===== config.mk =====
export PLATFORM = sky130hd
export DESIGN_NAME = dcache_mem_ctrl
export DESIGN_NICKNAME = d
export VERILOG_FILES = /design/src/rtl/dcache_mem_ctrl.sv
export SDC_FILE = /design/constraint.sdc
export NUM_CORES = 1
export LEC_CHECK = 0
export ABC_AREA = 0
export CAP_MARGIN = 20
export CORE_MARGIN = 2
export CORE_UTILIZATION = 54
export CTS_BUF_LIST = sky130_fd_sc_hd__clkbuf_2 sky130_fd_sc_hd__clkbuf_4 sky130_fd_sc_hd__clkbuf_8
export CTS_CLUSTER_SIZE = 10
export DETAILED_ROUTE_END_ITERATION = 16
export PLACE_DENSITY_LB_ADDON = 0.1
export SLEW_MARGIN = 20
export SYNTH_ARGS = -nofsm -noshare
export SYNTH_HDL_FRONTEND = slang
export SYNTH_SLANG_ARGS = --single-unit

===== constraint.sdc =====
create_clock -name clk -period 3.8 [get_ports clk]
set_input_delay 1.14 -clock clk [delete_from_list [all_inputs] [get_ports clk]]
set_output_delay 1.14 -clock clk [all_outputs]
set_load 0.005 [all_outputs]

===== src/rtl/dcache_mem_ctrl.sv =====
// Memory-side controller: buffers dirty evictions, drains them in the background, serves fills with forwarding.
// Latency: forwarded fill 1 cycle after acceptance; memory fill 1 cycle plus ack latency; one write per ack plus an idle cycle.
// Backpressure: wb_ready low while the buffer is full; memory stalls via mem_ack; fill_req is held until fill_valid.
module dcache_mem_ctrl #(
    parameter int DEPTH = 4,
    parameter int AW    = 32
) (
    input  logic          clk,
    input  logic          reset,
    input  logic          wb_valid,
    input  logic [AW-1:0] wb_addr,
    input  logic [31:0]   wb_data,
    output logic          wb_ready,
    input  logic          fill_req,
    input  logic [AW-1:0] fill_addr,
    output logic          fill_valid,
    output logic [31:0]   fill_data,
    output logic          busy,
    output logic          mem_req,
    output logic          mem_we,
    output logic [AW-1:0] mem_addr,
    output logic [31:0]   mem_wdata,
    input  logic          mem_ack,
    input  logic [31:0]   mem_rdata
);
    localparam int PW = $clog2(DEPTH);

    typedef enum logic [1:0] {IDLE, RD, WR, RESP} state_t;

    state_t        state, state_n;
    logic [AW-1:0] buf_addr [DEPTH];
    logic [31:0]   buf_data [DEPTH];
    logic [PW-1:0] head, tail;
    logic [PW:0]   count;
    logic          push, pop, hit;
    logic [31:0]   hit_data;
    logic          mem_req_n, mem_we_n;
    logic [AW-1:0] mem_addr_n;
    logic [31:0]   mem_wdata_n, fill_data_n;

    assign wb_ready   = (count < (PW+1)'(DEPTH));
    assign busy       = (state != IDLE) || (count != '0);
    assign fill_valid = (state == RESP);
    assign push       = wb_valid && wb_ready;
    assign pop        = (state == WR) && mem_ack;

    always_ff @(posedge clk) begin
        if (push) begin
            buf_addr[tail] <= wb_addr;
            buf_data[tail] <= wb_data;
        end
    end

    always_ff @(posedge clk or posedge reset) begin
        if (reset) begin
            state     <= IDLE;
            head      <= '0;
            tail      <= '0;
            count     <= '0;
            mem_req   <= 1'b0;
            mem_we    <= 1'b0;
            mem_addr  <= '0;
            mem_wdata <= '0;
            fill_data <= '0;
        end else begin
            state     <= state_n;
            mem_req   <= mem_req_n;
            mem_we    <= mem_we_n;
            mem_addr  <= mem_addr_n;
            mem_wdata <= mem_wdata_n;
            fill_data <= fill_data_n;
            if (push) tail <= tail + 1'b1;
            if (pop)  head <= head + 1'b1;
            case ({push, pop})
                2'b10:   count <= count + 1'b1;
                2'b01:   count <= count - 1'b1;
                default: ;
            endcase
        end
    end

    always_comb begin
        state_n     = state;
        mem_req_n   = mem_req;
        mem_we_n    = mem_we;
        mem_addr_n  = mem_addr;
        mem_wdata_n = mem_wdata;
        fill_data_n = fill_data;
        hit         = 1'b0;
        hit_data    = '0;

        // Walk oldest to youngest so the last match seen is the youngest; a same-cycle push is younger still.
        for (int i = 0; i < DEPTH; i++) begin
            if (((PW+1)'(i) < count) &&
                (buf_addr[head + PW'(i)][AW-1:2] == fill_addr[AW-1:2])) begin
                hit      = 1'b1;
                hit_data = buf_data[head + PW'(i)];
            end
        end
        if (push && (wb_addr[AW-1:2] == fill_addr[AW-1:2])) begin
            hit      = 1'b1;
            hit_data = wb_data;
        end

        case (state)
            IDLE: begin
                if (fill_req) begin
                    if (hit) begin
                        fill_data_n = hit_data;
                        state_n     = RESP;
                    end else begin
                        mem_req_n  = 1'b1;
                        mem_we_n   = 1'b0;
                        mem_addr_n = fill_addr;
                        state_n    = RD;
                    end
                end else if (count != '0) begin
                    mem_req_n   = 1'b1;
                    mem_we_n    = 1'b1;
                    mem_addr_n  = buf_addr[head];
                    mem_wdata_n = buf_data[head];
                    state_n     = WR;
                end
            end
            RD: begin
                if (mem_ack) begin
                    fill_data_n = mem_rdata;
                    mem_req_n   = 1'b0;
                    state_n     = RESP;
                end
            end
            WR: begin
                if (mem_ack) begin
                    mem_req_n = 1'b0;
                    state_n   = IDLE;
                end
            end
            RESP:    state_n = IDLE;
            default: state_n = IDLE;
        endcase
    end
endmodule


==> flow_metrics.py, run 1 <==
metrics = {
    "critical_path": {
        "cp.required_ns": 4.36,
        "cp_cell_sequence": "clkbuf_4, buf_4, mux2i_1, nor2_1, a2111oi_0, a21oi_1, nor2_1, nand4_1, a41o_1, a221o_2, clkbuf_16, mux2_4",
        "terminus_of_the_critical_flop_to_flop_path": "fill_data[1]",
        "most_used_cell_along_the_critical_path": "nor2_1",
        "worst-r2r-setup-slack_ns": -0.20,
        "end_kind": "flop",
        "endpoint": "fill_data[1]",
        "r2r_start": "head[0]",
        "critical_path_max_stage_delay_ns": 0.56,
        "path_max_fanout": 8,
        "path_class": "flop to flop",
        "start_point_of_the_critical_path": "head[0]",
        "startpoint_type": "flop",
        "slowest_stage": "a2111oi_0",
        "cp_data_arrival_time_ns": 4.57,
        "worst-r2r-cell-count": 12,
    },
    "global_route": {
        "antenna_violations_before_repair": 0,
        "grt_pass1_vias": 18100,
        "first_pass_grt_wire_length_um": 114000,
        "maximum_number_of_pins_on_one_net_before_global_route_repair": 197,
        "grt.overflow.total": 0,
        "grt_use_total_pct": 35.2,
    },
    "sta": {
        "slew_violations": 0,
        "fin_ws_ns": -0.205,
        "slew_headroom_pct": 28.8,
        "hold_ws_ns": 0.504,
        "final.setup_skew_ns": 0.0430,
        "tcrit_tclk_final_pct": 105,
        "grt_setup_unrepaired": "yes",
        "setup_viol": 32,
        "worst-slew-pin-transition_ns": 1.07,
        "period_minus_slack_ns": 4.00,
        "fmax_ghz": 0.250,
        "final-hold-violation-count": 0,
    },
    "place": {
        "dp_hpwl_um": 54500,
        "place_congestion": 1.04,
        "io_buffers": 233,
    },
    "synth": {
        "yosys-top-cells-area": "edfxtp_1 (34%), dfrtp_1 (12%), mux4_2 (10%)",
        "simple_gate_share_of_the_synthesized_area_pct": 7.41,
        "ys_seq_elements": 363,
        "yosys.cell_types.count": 76,
        "synthXorXnorAreaFrac_pct": 4.23,
        "main_flop_type_after_synthesis": "edfxtp_1",
        "post_synth_mux_area_share_pct": 27.8,
        "synth_top_area_share_pct": 34.4,
        "synth.largest_area_cell": "edfxtp_1",
        "ys_top_cells_by_count": "edfxtp_1 (256), nand2_1 (171), mux2i_1 (131)",
        "syn_area_mm2": 0.0224,
        "number_of_flops_mapped_to_enable_cells_by_yosys": 256,
        "yosys.cell_count.top_type": "edfxtp_1",
        "synthesis.area_per_instance_um2": 12.5,
        "ys_async_sr_fraction_pct": 29.5,
        "warnings_synthesis": 0,
        "syn-instance-count": 1796,
        "yosysSeqAreaShare_pct": 46.3,
        "mappedNetlistNets": 1942,
        "dominant_combinational_cell_family_by_area_after_synthesis": "multiplexers",
        "complex_gate_fraction_of_the_synthesized_area_pct": 9.11,
        "synth-adder-area-share_pct": 0.727,
    },
    "floorplanning": {
        "die_width_um": 208,
        "initial_core_util_pct": 54.8,
        "fp-row-count": 74,
        "ioPinCount": 234,
        "die_h_um": 208,
        "area_enclosed_by_the_die_boundary_mm2": 0.0431,
        "placeableCoreArea_mm2": 0.0408,
    },
    "routing": {
        "drt_pre_antenna_iters": 6,
        "post_drt_wl_per_cell_um": 27.2,
        "vias": 17900,
        "drtAntennaViolNets": 0,
        "drt_first_iter_violations": 1979,
        "routed_via_density": 6.29,
        "finalWirelength_um": 77500,
        "post-route-drc-count": 0,
    },
    "pwr": {
        "power_report.internal_total_mw": 13.5,
        "combPwrFrac_pct": 54.6,
        "clock_power_share_pct": 18.1,
        "power.switching_fraction_pct": 37.4,
        "p_leak_nw": 11.5,
        "power.switching_mw": 8.04,
        "power.ir.vdd_worst_mv": 0.967,
        "p_per_area_mw_per_mm2": 742,
        "finalPower_mw": 21.5,
        "power_frac_seq_pct": 27.3,
    },
    "cts": {
        "cts_sinks": 363,
        "tritoncts": "yes",
        "cts.clk_slew.worst_paths_ns": 0.07,
        "cts_buffers": 60,
        "cts_root_buf": "clkbuf_8",
        "clock_latency_ns": 0.69,
        "cts.hold.buffers_added": 0,
        "htree_num_levels": 2,
        "clockBufferDepth": 3,
    },
    "final_layout": {
        "finalNetCount": 2406,
        "diodes": 0,
        "syn_to_final_growth_pct": 29.5,
        "ff_latch_area_mm2": 0.0104,
        "drive_gt1_share_pct": 32.2,
        "fillerInstances": 2843,
        "multi_input_area_mm2": 0.0112,
    },
    "outcome": {
        "run_status": "finished, violations left",
        "failed_checks": "setup timing",
    },
    "worst_hold_path": {
        "worstHoldPathType": "flop to flop",
    },
    "job": {
        "drv_cap": 0,
    },
}
## sequential cells by signal, indices dropped and copies added (netlist names)
register and cells:
mem_wdata 32, state 2, buf_addr 128, fill_data 32
mem_req 1, mem_addr 32, mem_we 1, count 3
head 2, buf_data 128, tail 2
## worst max-delay path: cells and delay by family (launching register included)
family / cells / cell delay, ns
AO/OA/AOI/OAI: 4 / 1.44
multiplexers: 2 / 0.71
AND/OR/NAND/NOR: 3 / 0.66
buffers and inverters: 3 / 0.61
flip-flops: 1 / 0.49
## worst min-delay path by stage
stage,slack (ns),to,cells after the start,startpoint
5_1_grt,0.52,mem_wdata[16],1,mem_wdata[16]
3_5_place_dp,0.49,mem_wdata[31],1,mem_wdata[31]
4_1_cts,0.51,mem_wdata[15],1,mem_wdata[15]
2_1_floorplan,0.50,mem_we,2,mem_we
6_report,0.50,mem_wdata[15],1,mem_wdata[15]
3_3_place_gp,0.49,mem_wdata[13],1,mem_wdata[13]
## per-stage QoR
stage | utilization, % | std cells | cell area [um^2] | TNS (ns) | worst slack, ns
after global routing | 71.0 | 2844 | 29000 | -5.42 | -0.193
final | 71.0 | 2844 | 29000 | -5.75 | -0.205
after CTS | 70.4 | 2829 | 28700 | -1.90 | -0.0763
after global placement | 66.8 | 2715 | 27300 | -45.28 | -0.829
after floorplan | - | 1796 | 22400 | -0.770 | -0.0257
after detailed placement | 66.8 | 2715 | 27300 | -45.33 | -0.823
## metal layers
layer	track usage, %	vias to the layer above	share of wire, %
li1	-	7821	-
met1	50.7	9008	43
met2	53.6	918	44
met3	7.81	150	10
met4	11.0	0	3.0
met5	0	-	0
## power by group through the flow
stage	sequential [mW]	clock, mW	combinational (mW)
after detailed placement	5.98	0	11.0
after floorplan	5.76	0	6.73
after CTS	5.92	3.93	11.1
final	5.87	3.89	11.7
after global placement	5.93	0	10.9
after global routing	5.95	4.12	12.4
## cells by family (layout without fill, tap and decap cells)
family	count (synthesis)	after routing
AND/OR/NAND/NOR	345	345
flip-flops	363	363
multiplexers	452	452
buffers and inverters	206	722
AO/OA/AOI/OAI	309	309
adder cells (fa/ha/maj)	13	13
XOR/XNOR	108	108
## layout make-up
class | count | area share [%]
well taps | 532 | 2.30
clock inverters | 23 | 0.773
multi-input cells | 1227 | 38.6
flip-flops and latches | 363 | 35.8
clock buffers | 91 | 4.00
repair buffers | 549 | 17.7
inverters | 59 | 0.803
## what timing repair did
item                       CTS  global route
resized for setup           17            16
setup buffers                0            13
gates cloned                 0             3
pin swaps                    1             9
setup endpoints to repair   32            63
## placed cells by master (no fill, tap or decap), types with 6 or more instances in the layout
cell type / n
nor4_1: 9
a31oi_1: 8
nor2_1: 71
o221ai_1: 7
mux2_2: 130
mux2i_2: 14
a21oi_1: 64
mux2_4: 32
buf_12: 28
o22ai_1: 21
a221oi_1: 6
mux2_1: 51
mux2i_1: 121
mux4_2: 103
nand4_1: 13
nand2_1: 171
clkbuf_4: 16
xnor2_1: 71
and4_1: 33
ha_1: 12
nor3_1: 9
o21ai_0: 108
clkinv_2: 12
clkdlybuf4s50_1: 229
edfxtp_1: 256
clkbuf_8: 76
dfrtp_1: 105
xor2_1: 35
buf_4: 279
a221o_1: 35
inv_1: 54
a22oi_1: 8
No activity file was read; power rests on OpenSTA's default activity.
==> run 2, diff against run 1 <==
--- a/config.mk
+++ b/config.mk
@@ -10,6 +10,7 @@
 export CORE_MARGIN = 2
 export CORE_UTILIZATION = 54
 export CTS_BUF_LIST = sky130_fd_sc_hd__clkbuf_2 sky130_fd_sc_hd__clkbuf_4 sky130_fd_sc_hd__clkbuf_8
+export CTS_CLUSTER_DIAMETER = 120
 export CTS_CLUSTER_SIZE = 10
 export DETAILED_ROUTE_END_ITERATION = 16
 export PLACE_DENSITY_LB_ADDON = 0.1
==> flow_metrics.py, run 2 (synthesis results as in run 1) <==
metrics = {
    "outcome": {
        "run_status": "finished, violations left",
        "failed_checks": "setup timing",
    },
    "critical_path": {
        "cp_cell_sequence": "buf_12, buf_16, buf_4, mux2i_2, o221ai_1, a211o_1, nor4_2, nand4_2, buf_4, a41o_1, a221o_2, clkbuf_16, mux2_4",
        "cp.required_ns": 4.30,
        "worstPathBufferInverterCount": 5,
        "path_max_fanout": 33,
        "start_point_of_the_critical_path": "head[0]",
        "worst-r2r-cell-count": 13,
        "path_class": "flop to flop",
        "slowest_stage": "a221o_2",
        "r2r_start": "head[0]",
        "end_kind": "flop",
        "cp_data_arrival_time_ns": 4.55,
        "most_used_cell_along_the_critical_path": "buf_4",
        "critical_path_max_stage_delay_ns": 0.46,
        "terminus_of_the_critical_flop_to_flop_path": "fill_data[27]",
        "startpoint_type": "flop",
        "crit_family": "compound AO/OA/AOI/OAI gates",
        "worst-r2r-setup-slack_ns": -0.25,
    },
    "job": {
        "drv_cap": 0,
    },
    "routing": {
        "drt_pre_antenna_iters": 7,
        "finalWirelength_um": 77100,
        "routed_via_density": 6.39,
        "post_drt_wl_per_cell_um": 27.5,
        "drt_first_iter_violations": 1779,
        "drtAntennaViolNets": 0,
        "vias": 18000,
        "post-route-drc-count": 0,
    },
    "floorplanning": {
        "die_width_um": 208,
        "die_h_um": 208,
        "ioPinCount": 234,
        "fp-row-count": 74,
        "initial_core_util_pct": 54.8,
        "placeableCoreArea_mm2": 0.0408,
        "area_enclosed_by_the_die_boundary_mm2": 0.0431,
    },
    "final_layout": {
        "final_area_mm2": 0.0284,
        "layout.cells.most_common_list": "buf_4 (276), edfxtp_1 (256), clkdlybuf4s50_1 (229), nand2_1 (171), mux2_2 (130)",
        "ff_latch_area_mm2": 0.0104,
        "syn_to_final_growth_pct": 27.1,
        "multi_input_area_mm2": 0.0112,
        "drive_gt1_share_pct": 31.3,
        "mostFrequentLayoutCell": "buf_4",
        "instances_no_fill": 2808,
        "finalNetCount": 2386,
        "post-route-util_pct": 69.7,
        "reg.largest.list": "buf_addr: 128 flops, buf_data: 128 flops",
        "fillerInstances": 2897,
    },
    "global_route": {
        "antenna_violations_before_repair": 2,
        "maximum_number_of_pins_on_one_net_before_global_route_repair": 197,
        "first_pass_grt_wire_length_um": 113000,
        "grt_pass1_vias": 17800,
        "grt_use_total_pct": 35.1,
        "grt.overflow.total": 0,
    },
    "cts": {
        "htree_num_levels": 2,
        "clock_latency_ns": 0.64,
        "cts_sinks": 363,
        "tritoncts": "yes",
        "cts.hold.buffers_added": 0,
        "cts.clk_slew.worst_paths_ns": 0.08,
        "cts_buffers": 42,
        "clockBufferDepth": 3,
        "cts_root_buf": "clkbuf_8",
    },
    "worst_hold_path": {
        "worstHoldStart": "mem_addr[31]",
        "worstHoldPathType": "flop to flop",
        "hold-path-endpoint": "mem_addr[31]",
        "timing.hold.worst_path_depth": 1,
    },
    "sta": {
        "final.setup_skew_ns": 0.0511,
        "fmax_ghz": 0.247,
        "tcrit_tclk_final_pct": 107,
        "period_minus_slack_ns": 4.05,
        "final-hold-violation-count": 0,
        "slew_violations": 0,
        "worst-slew-pin-transition_ns": 1.09,
        "grt_setup_unrepaired": "yes",
        "setup_viol": 32,
        "slew_headroom_pct": 27.4,
        "fin_ws_ns": -0.248,
    },
    "place": {
        "detailedPlace.worstSlack_ns": -0.823,
        "place_congestion": 1.04,
        "dp_hpwl_um": 54500,
        "placedCellCount": 2715,
        "place_area_mm2": 0.0273,
        "io_buffers": 233,
    },
    "pwr": {
        "power.ir.vdd_worst_mv": 0.882,
        "p_per_area_mw_per_mm2": 716,
        "finalPower_mw": 20.4,
        "p_leak_nw": 11.3,
    },
}
==> run 2: cell count changes in the layout (fill, tap and decap cells not counted), sizes merged <==
cell and delta:
bufinv -4, inv +1, buf -1, diode +2, clkinv -18, clkinvlp +2
clkbuf -18
==> run 2: routing by layer <==
metal	GRT usage, %	part of all wire, %	wire length (um)
met5	0	0	0
met4	9.73	2.6	1980
met3	7.87	10	7970
met2	53.5	45	34400
met1	50.9	42	32800
==> run 2: worst max-delay path by stage <==
stage / endpoint / slack [ns] / cells past startpoint
after CTS: fill_data[23] / -0.08 / 11
after global placement: fill_data[15] / -0.83 / 12
after detailed placement: fill_data[4] / -0.82 / 12
after global routing: fill_data[7] / -0.22 / 12
after floorplan: fill_data[0] / -0.03 / 11
final: fill_data[27] / -0.25 / 13
==> run 2: timing repair <==
item | in CTS | in global routing
setup endpoints to repair | 44 | 63
cloned | 0 | 3
pin swaps | 1 | 8
setup buffers | 0 | 10
gates resized for setup | 22 | 13
==> run 2: worst reg2reg max path: stages (launching register included) <==
cell	delay [ns]
dfrtp_4	0.43
buf_12	0.14
buf_16	0.23
buf_4	0.24
mux2i_2	0.38
o221ai_1	0.25
a211o_1	0.36
nor4_2	0.35
nand4_2	0.17
buf_4	0.19
a41o_1	0.22
a221o_2	0.46
clkbuf_16	0.23
mux2_4	0.30
==> run 2: area by class of cell <==
cell class	count	area share, %
Antenna cell	2	0.0176
Clock buffer	74	2.88
Clock inverter	4	0.114
Inverter	59	0.818
Multi-Input combinational cell	1227	39.4
Sequential cell	363	36.5
Tap cell	532	2.34
Timing Repair Buffer	547	18.0
==> run 2: through the flow <==
step                hold WS, ns  TNS (ns)
CTS                       0.510     -1.97
floorplan                 0.498    -0.770
finish                    0.505     -7.25
global placement          0.489    -45.28
detailed placement        0.495    -45.33
global route              0.526     -6.50
==> run 2: where the power goes <==
part / internal [mW] / leakage (nW) / switching, mW
clock network: 1.36 / 0.459 / 1.46
logic: 5.98 / 7.16 / 5.71
registers: 5.22 / 3.64 / 0.629
